[config.mk]
export PLATFORM = sky130hd
export DESIGN_NAME = pico_sequencer
export DESIGN_NICKNAME = d
export VERILOG_FILES = /design/src/rtl/pico_sequencer.sv
export SDC_FILE = /design/constraint.sdc
export NUM_CORES = 1
export LEC_CHECK = 0
export BUFFER_PORTS_ARGS = -buffer_cell sky130_fd_sc_hd__buf_2
export CORE_MARGIN = 8
export CORE_UTILIZATION = 40
export DETAILED_ROUTE_END_ITERATION = 8
export SKIP_LAST_GASP = 1
export SLEW_MARGIN = 40
export SYNTH_ARGS = -nofsm -noshare
export SYNTH_HDL_FRONTEND = slang
export SYNTH_SLANG_ARGS = --single-unit
[constraint.sdc]
create_clock -name Clock -period 2.9 [get_ports Clock]
set_clock_uncertainty 0.05 [all_clocks]
set_input_delay 0.29 -clock Clock [delete_from_list [all_inputs] [get_ports Clock]]
set_output_delay 0.29 -clock Clock [all_outputs]
set_load 0.05 [all_outputs]
[src/rtl/pico_sequencer.sv]
// pico_sequencer: four-stage instruction sequencer with operator handshake wait states.
// Define PICO_SEQ_SYNC_EN to pass Handshake through a two-flop synchroniser before use.
//
// state          | meaning
// ---------------+------------------------------------------------------------
// S_FETCH        | Addr presented to program memory
// S_DECODE       | latch WaitReq/Jump/JumpAddr of the fetched instruction
// S_WAIT_ASSERT  | hold PC until operator handshake is seen high
// S_EXEC         | single-cycle accumulator write enable
// S_WB           | single-cycle register-file write qualifier
// S_WAIT_RELEASE | hold PC until operator handshake is seen low again
module pico_sequencer #(
  parameter int ADDR_W    = 5,
  parameter int LAST_ADDR = 31
) (
  input  logic              Clock,
  input  logic              nReset,
  input  logic              Handshake,
  input  logic              WaitReq,
  input  logic              Jump,
  input  logic [ADDR_W-1:0] JumpAddr,
  output logic [ADDR_W-1:0] Addr,
  output logic [1:0]        Stage,
  output logic              FetchEn,
  output logic              ExecEn,
  output logic              WbEn,
  output logic              PCHold
);

  typedef enum logic [2:0] {
    S_FETCH        = 3'd0,
    S_DECODE       = 3'd1,
    S_EXEC         = 3'd2,
    S_WB           = 3'd3,
    S_WAIT_ASSERT  = 3'd4,
    S_WAIT_RELEASE = 3'd5
  } state_t;

  localparam logic [ADDR_W-1:0] LAST = ADDR_W'(LAST_ADDR);

  state_t            state_q, state_d;
  logic [ADDR_W-1:0] addr_q, addr_d;
  logic [ADDR_W-1:0] jaddr_q, jaddr_d;
  logic              wait_q, wait_d;
  logic              jump_q, jump_d;
  logic [ADDR_W-1:0] addr_next;
  logic              hs;

`ifdef PICO_SEQ_SYNC_EN
  logic [1:0] sync_q, sync_d;

  assign sync_d = {sync_q[0], Handshake};

  always_ff @(posedge Clock or negedge nReset) begin
    if (!nReset) sync_q <= '0;
    else         sync_q <= sync_d;
  end

  assign hs = sync_q[1];
`else
  assign hs = Handshake;
`endif

  always_ff @(posedge Clock or negedge nReset) begin
    if (!nReset) begin
      state_q <= S_FETCH;
      addr_q  <= '0;
      jaddr_q <= '0;
      wait_q  <= 1'b0;
      jump_q  <= 1'b0;
    end else begin
      state_q <= state_d;
      addr_q  <= addr_d;
      jaddr_q <= jaddr_d;
      wait_q  <= wait_d;
      jump_q  <= jump_d;
    end
  end

  // A jump wins over the wrap, so a jump to the current address re-executes it.
  always_comb begin
    if (jump_q)              addr_next = jaddr_q;
    else if (addr_q == LAST) addr_next = '0;
    else                     addr_next = addr_q + ADDR_W'(1);
  end

  always_comb begin
    state_d = state_q;
    addr_d  = addr_q;
    jaddr_d = jaddr_q;
    wait_d  = wait_q;
    jump_d  = jump_q;
    case (state_q)
      S_FETCH: state_d = S_DECODE;
      S_DECODE: begin
        wait_d  = WaitReq;
        jump_d  = Jump;
        jaddr_d = JumpAddr;
        state_d = WaitReq ? S_WAIT_ASSERT : S_EXEC;
      end
      S_WAIT_ASSERT: begin
        if (hs) state_d = S_EXEC;
      end
      S_EXEC: state_d = S_WB;
      S_WB: begin
        if (wait_q) begin
          state_d = S_WAIT_RELEASE;
        end else begin
          state_d = S_FETCH;
          addr_d  = addr_next;
        end
      end
      S_WAIT_RELEASE: begin
        if (!hs) begin
          state_d = S_FETCH;
          addr_d  = addr_next;
        end
      end
      default: state_d = S_FETCH;
    endcase
  end

  always_comb begin
    Stage   = 2'd0;
    FetchEn = 1'b0;
    ExecEn  = 1'b0;
    WbEn    = 1'b0;
    PCHold  = 1'b0;
    case (state_q)
      S_FETCH: FetchEn = 1'b1;
      S_DECODE: Stage = 2'd1;
      S_EXEC: begin
        Stage  = 2'd2;
        ExecEn = 1'b1;
      end
      S_WB: begin
        Stage = 2'd3;
        WbEn  = 1'b1;
      end
      S_WAIT_ASSERT, S_WAIT_RELEASE: begin
        Stage  = 2'd2;
        PCHold = 1'b1;
      end
      default: FetchEn = 1'b1;
    endcase
  end

  assign Addr = addr_q;

endmodule

**Yosys cells after proc, flatten, opt, wreduce, memory -nomap -nowiden**

Index checks and enable logic that the tools add are counted.

- Bits in registers: 15
- Bits of input ports: 10
- Output and inout bits: 11
- Word-level logic and storage cells: 37

- Add/sub/neg operators: 1
- Equal/unequal tests: 9
- Muxes and demuxes: 15
- Reduce and logical (&&, ||, !) cells: 7

Operators by type and width:

| cell | count |
|---|---|
| $mux W5 | 4 |
| $pmux W3 S6 | 1 |
| $mux W3 | 4 |
| $pmux W5 S2 | 1 |
| $eq A3 B2 Y1 const B | 2 |
| $eq A3 B3 Y1 const B | 2 |
| $ne A2 B2 Y1 const B | 3 |
| $pmux W2 S3 | 1 |
| $add A5 B1 Y5 const B | 1 |
| $eq A5 B5 Y1 const B | 1 |
| $reduce_or A5 Y1 | 1 |
| $mux W1 | 4 |
| $eq A3 B1 Y1 const B | 1 |
| $logic_not A3 Y1 | 1 |
| $reduce_and A3 Y1 | 1 |
| $reduce_or A3 Y1 | 1 |
| $reduce_and A2 Y1 | 1 |
| $reduce_bool A2 Y1 | 1 |
| $reduce_or A2 Y1 | 1 |

**Depth between registers and ports, before layout**

- Depth after elaboration: 5
- Depth in mapped cells: 6
- Gate-level depth less buffers: 6

**Least setup slack after synthesis**

OpenSTA, ideal clock, no wires.

- Path type: register to register
- Start point: reg state_q[0]
- End point: reg state_q[1]
- Setup time: 69 ps
- Arrival: 1998 ps
- Data required time: 2781 ps
- Slack: 783 ps
- Cell stages (with the launch flop): 4
- Buffers on the path: 1
- Period minus slack after synthesis: 2117 ps
- Path through: dfrtp_1 buf_2 nor3_1 a22o_1

- Longest elaborated chain between the ends: 3
- Elaborated cells on any way between the ends: 10
- Those cells by class: 7 x eq/ne; 1 x mux; 2 x reduce/logical

RTL lines:

| item | RTL line | source |
|---|---|---|
| start, declared | 41 | `state_t state_q, state_d;` |
| start signal, assigned | 72 | `state_q <= state_d;` |
| $eq A3 B3 Y1 | 93 | `case (state_q)` |
| $ne A2 B2 Y1 (no source line) | -- |  |
| $reduce_and A2 Y1 (no source line) | -- |  |

Parallel ways exist; a longest one is shown, timed or not.
A chain may end at the register's enable or synchronous reset.

**Final worst setup path**

- Start point: reg state_q[1]
- End point: out Stage[1]

- Longest elaborated chain between the ends: 3
- Elaborated cells on any way between the ends: 7
- Those cells by class: 5 x eq/ne; 1 x mux; 1 x reduce/logical

RTL lines:

| item | RTL line | source |
|---|---|---|
| $eq A3 B3 Y1 / $eq A3 B2 Y1 (equally long branches) | 129 | `case (state_q)` |
| $reduce_or A3 Y1 (no source line) | -- |  |
| $pmux W2 S3 * | 129 |  |
| end, declared | 23 | `output logic [1:0] Stage,` |

Mark *: on every way between the ends. The rest lies on a longest branch, timed or not.

==> impl_metrics.tcl <==
set metrics [dict create \
    ys_seq_area_frac 0.4286 \
    vias 657 \
    nNetsFinal 110 \
    tightest_slew_ns 0.4304 \
    dpl.hpwl_um 1320 \
    numCtsBuffers 3 \
    cts-resized-gates 0 \
    rsz0062_at_grt "false" \
    ys_warn_count 0 \
    die_x_um 62.80 \
    post_cts_buffers 0 \
    diodes 0 \
    cts_tree "yes" \
    hold_viol 0 \
    maxSlewViolCount 0 \
    synth_top_area_cell "dfrtp_1" \
    initial_core_util 0.4077 \
    reg2reg_from "Addr[0]" \
    stdcell_area_um2 1026 \
    setup.worst_path.start "state_q[1]" \
    viasPerCell 5.341 \
    min_period_ns 1.988 \
    ys_seq_elements 15 \
    synthToLayoutAreaGrowth_pct 17.14 \
    synth_area_per_cell_um2 11.84 \
    grt_pass1_vias 650 \
    power_mw 1.329 \
    hold_path.startpoint "JumpAddr[1]" \
    max_freq_mhz 503.1 \
    cts.sinks 15 \
    synth_nets 88 \
    ys_types 32 \
    sw_frac_of_total 0.5002 \
    met1_length_um 874 \
    placed_area_um2 985.9 \
    p_leak_nw 0.4885 \
    drc 0 \
    synth.top_cells.by_count "dfrtp_1 (15), mux2_2 (9), ha_1 (4), inv_1 (4), nand2_1 (4)" \
    power_frac_comb 0.562 \
    synth.most_common_cell "dfrtp_1" \
    cp.required_ns 2.56 \
    cp-start-kind "register" \
    wl_per_cell_um 14.63 \
    synthArstFlopShare 1.000 \
    worstReg2RegEnd "Addr[4]" \
    grt_usage 0.09460 \
    critical_path.endpoint "Stage[1]" \
    dominantRegCellSynth "dfrtp_1" \
    ir_drop_mv 0.4897 \
    path_depth 4 \
    pwr-share-seq 0.344 \
    cp_max_fo 9 \
    p_switching_mw 0.6647 \
    p_int_mw 0.6642 \
    drt_iter0_drc 14 \
    status "complete, no violations" \
    clockRootBuffer "clkbuf_4" \
    finalSetupViolCount 0 \
    period_share 0.6853 \
    slew_headroom 0.7131 \
    cp_common_cell "inv_1" \
    tns_ns 0 \
    drt-pass1-iter-count 4 \
    port_buffers 20 \
    grt_max_degree 16 \
    synth_top_area_frac 0.4286 \
    crit_type "reg -> out" \
    ys_top_cells_by_area "dfrtp_1 (43%), mux2_2 (12%), ha_1 (5.7%)" \
    synth_area_um2 875.8 \
    rows 17 \
    fin_hold_ws_ns 0.1719 \
    crit_slowest_cell "dfrtp_1" \
    clkLatencyLatePin_ns 0.29 \
    route.met3.wl_um 90 \
    route.met2.wl_um 825 \
    cts.hold.buffers_added 1 \
    core_area_um2 2148 \
    syn_inst 74 \
    powerDensity_nw_per_um2 1295 \
    critical_path.top_delay_family "flip-flops" \
    synth_edf_count 0 \
    crit_path_end_kind "primary output" \
    die_area_um2 3943 \
    drv_cap 0 \
    reg2reg_depth 5 \
    path_cells "inv_1 -> ha_1 -> inv_1 -> buf_2" \
    die_y_um 62.80 \
    clockBufferDepth 2 \
    num-fill-cells 201 \
    max_stage_delay_ns 0.55 \
    path_buf_inv 3 \
    ant_nets 0 \
    wirelength_um 1800 \
    clkPwrFrac 0.094 \
    cts.clk_slew.worst_paths_ns 0.10 \
    h-tree-depth 1 \
    crit_arrival_ns 1.65 \
    r2r_slack_ns 1.09 \
    antenna_found_initial 0 \
    dpl.cell_count 118 \
    grt_pass1_wl_um 3036 \
    highest_layer "met4" \
    stdcell_count 123 \
    gp_congestion 0.8131 \
    hp-class "in -> reg" \
    ioPinCount 21 \
    drive_above_1_share 0.4316 \
    grt-ovfl-total 0 \
]
[per-layer routing]
layer  GRT usage  up-vias
met5           0        -
met4     0.03419        0
met3     0.04301        2
met2      0.1423       22
li1            -      321
met1      0.1155      312
[stage by stage]
| step | worst slack, ns | utilization |
|---|---|---|
| global placement | 1.164 | 0.4589 |
| finish | 0.9125 | 0.4776 |
| CTS | 0.9046 | 0.4776 |
| detailed placement | 1.121 | 0.4589 |
| global route | 0.8182 | 0.4776 |
| floorplan | 0.7829 | - |
[how the worst min path moves through the flow]
stage	to	slack [ns]	depth (start not counted)
3_3_place_gp	Addr[3]	0.16	1
4_1_cts	jaddr_q[0]	0.16	2
6_report	jaddr_q[1]	0.17	2
5_1_grt	jump_q	0.17	2
2_1_floorplan	Addr[0]	-0.06	0
3_5_place_dp	state_q[0]	0.17	1
[state kept, by name, indices dropped and copies added, names as in the netlist]
register  flops
state_q       3
jaddr_q       5
wait_q        1
Addr          5
jump_q        1
[power groups by stage]
| stage | combinational, mW | sequential, mW | clock, mW |
|---|---|---|---|
| global route | 0.801 | 0.476 | 0.138 |
| floorplan | 0.572 | 0.495 | 0 |
| finish | 0.747 | 0.457 | 0.125 |
| CTS | 0.755 | 0.455 | 0.132 |
| global placement | 0.742 | 0.454 | 0 |
| detailed placement | 0.750 | 0.459 | 0 |
[layout by cell type, fill, tap and decap left out, types with 2 or more instances in the layout]
cell	Yosys	final
a32o_1	2	2
clkbuf_4	0	3
ha_1	4	4
mux2_2	9	9
mux2_4	3	3
nor2_4	2	2
nand2_1	4	4
buf_2	2	20
o21ai_0	2	2
and3_1	3	3
o2bb2ai_1	2	2
o32ai_1	2	2
inv_1	4	4
nor3_1	2	2
dfrtp_1	15	15
[cell families (layout without fill, tap and decap cells)]
group | after synthesis | count (layout) | share of synthesized area
AO/OA/AOI/OAI | 15 | 15 | 0.1315
adder cells (fa/ha/maj) | 4 | 4 | 0.05715
buffers and inverters | 8 | 29 | 0.04570
flip-flops | 15 | 15 | 0.4286
multiplexers | 13 | 13 | 0.1786
AND/OR/NAND/NOR | 19 | 19 | 0.1586
[cell type report]
cell class	count	area, um^2	share of cell area
timing repair buffer	21	110.1	0.1073
inverter	4	15.01	0.01463
sequential	15	375.4	0.3659
clock inverter	1	7.507	0.007317
tap	28	35.03	0.03415
multi-input combinational	51	460.4	0.4488
clock buffer	3	22.52	0.02195
Power figures use the tool's default switching activity.
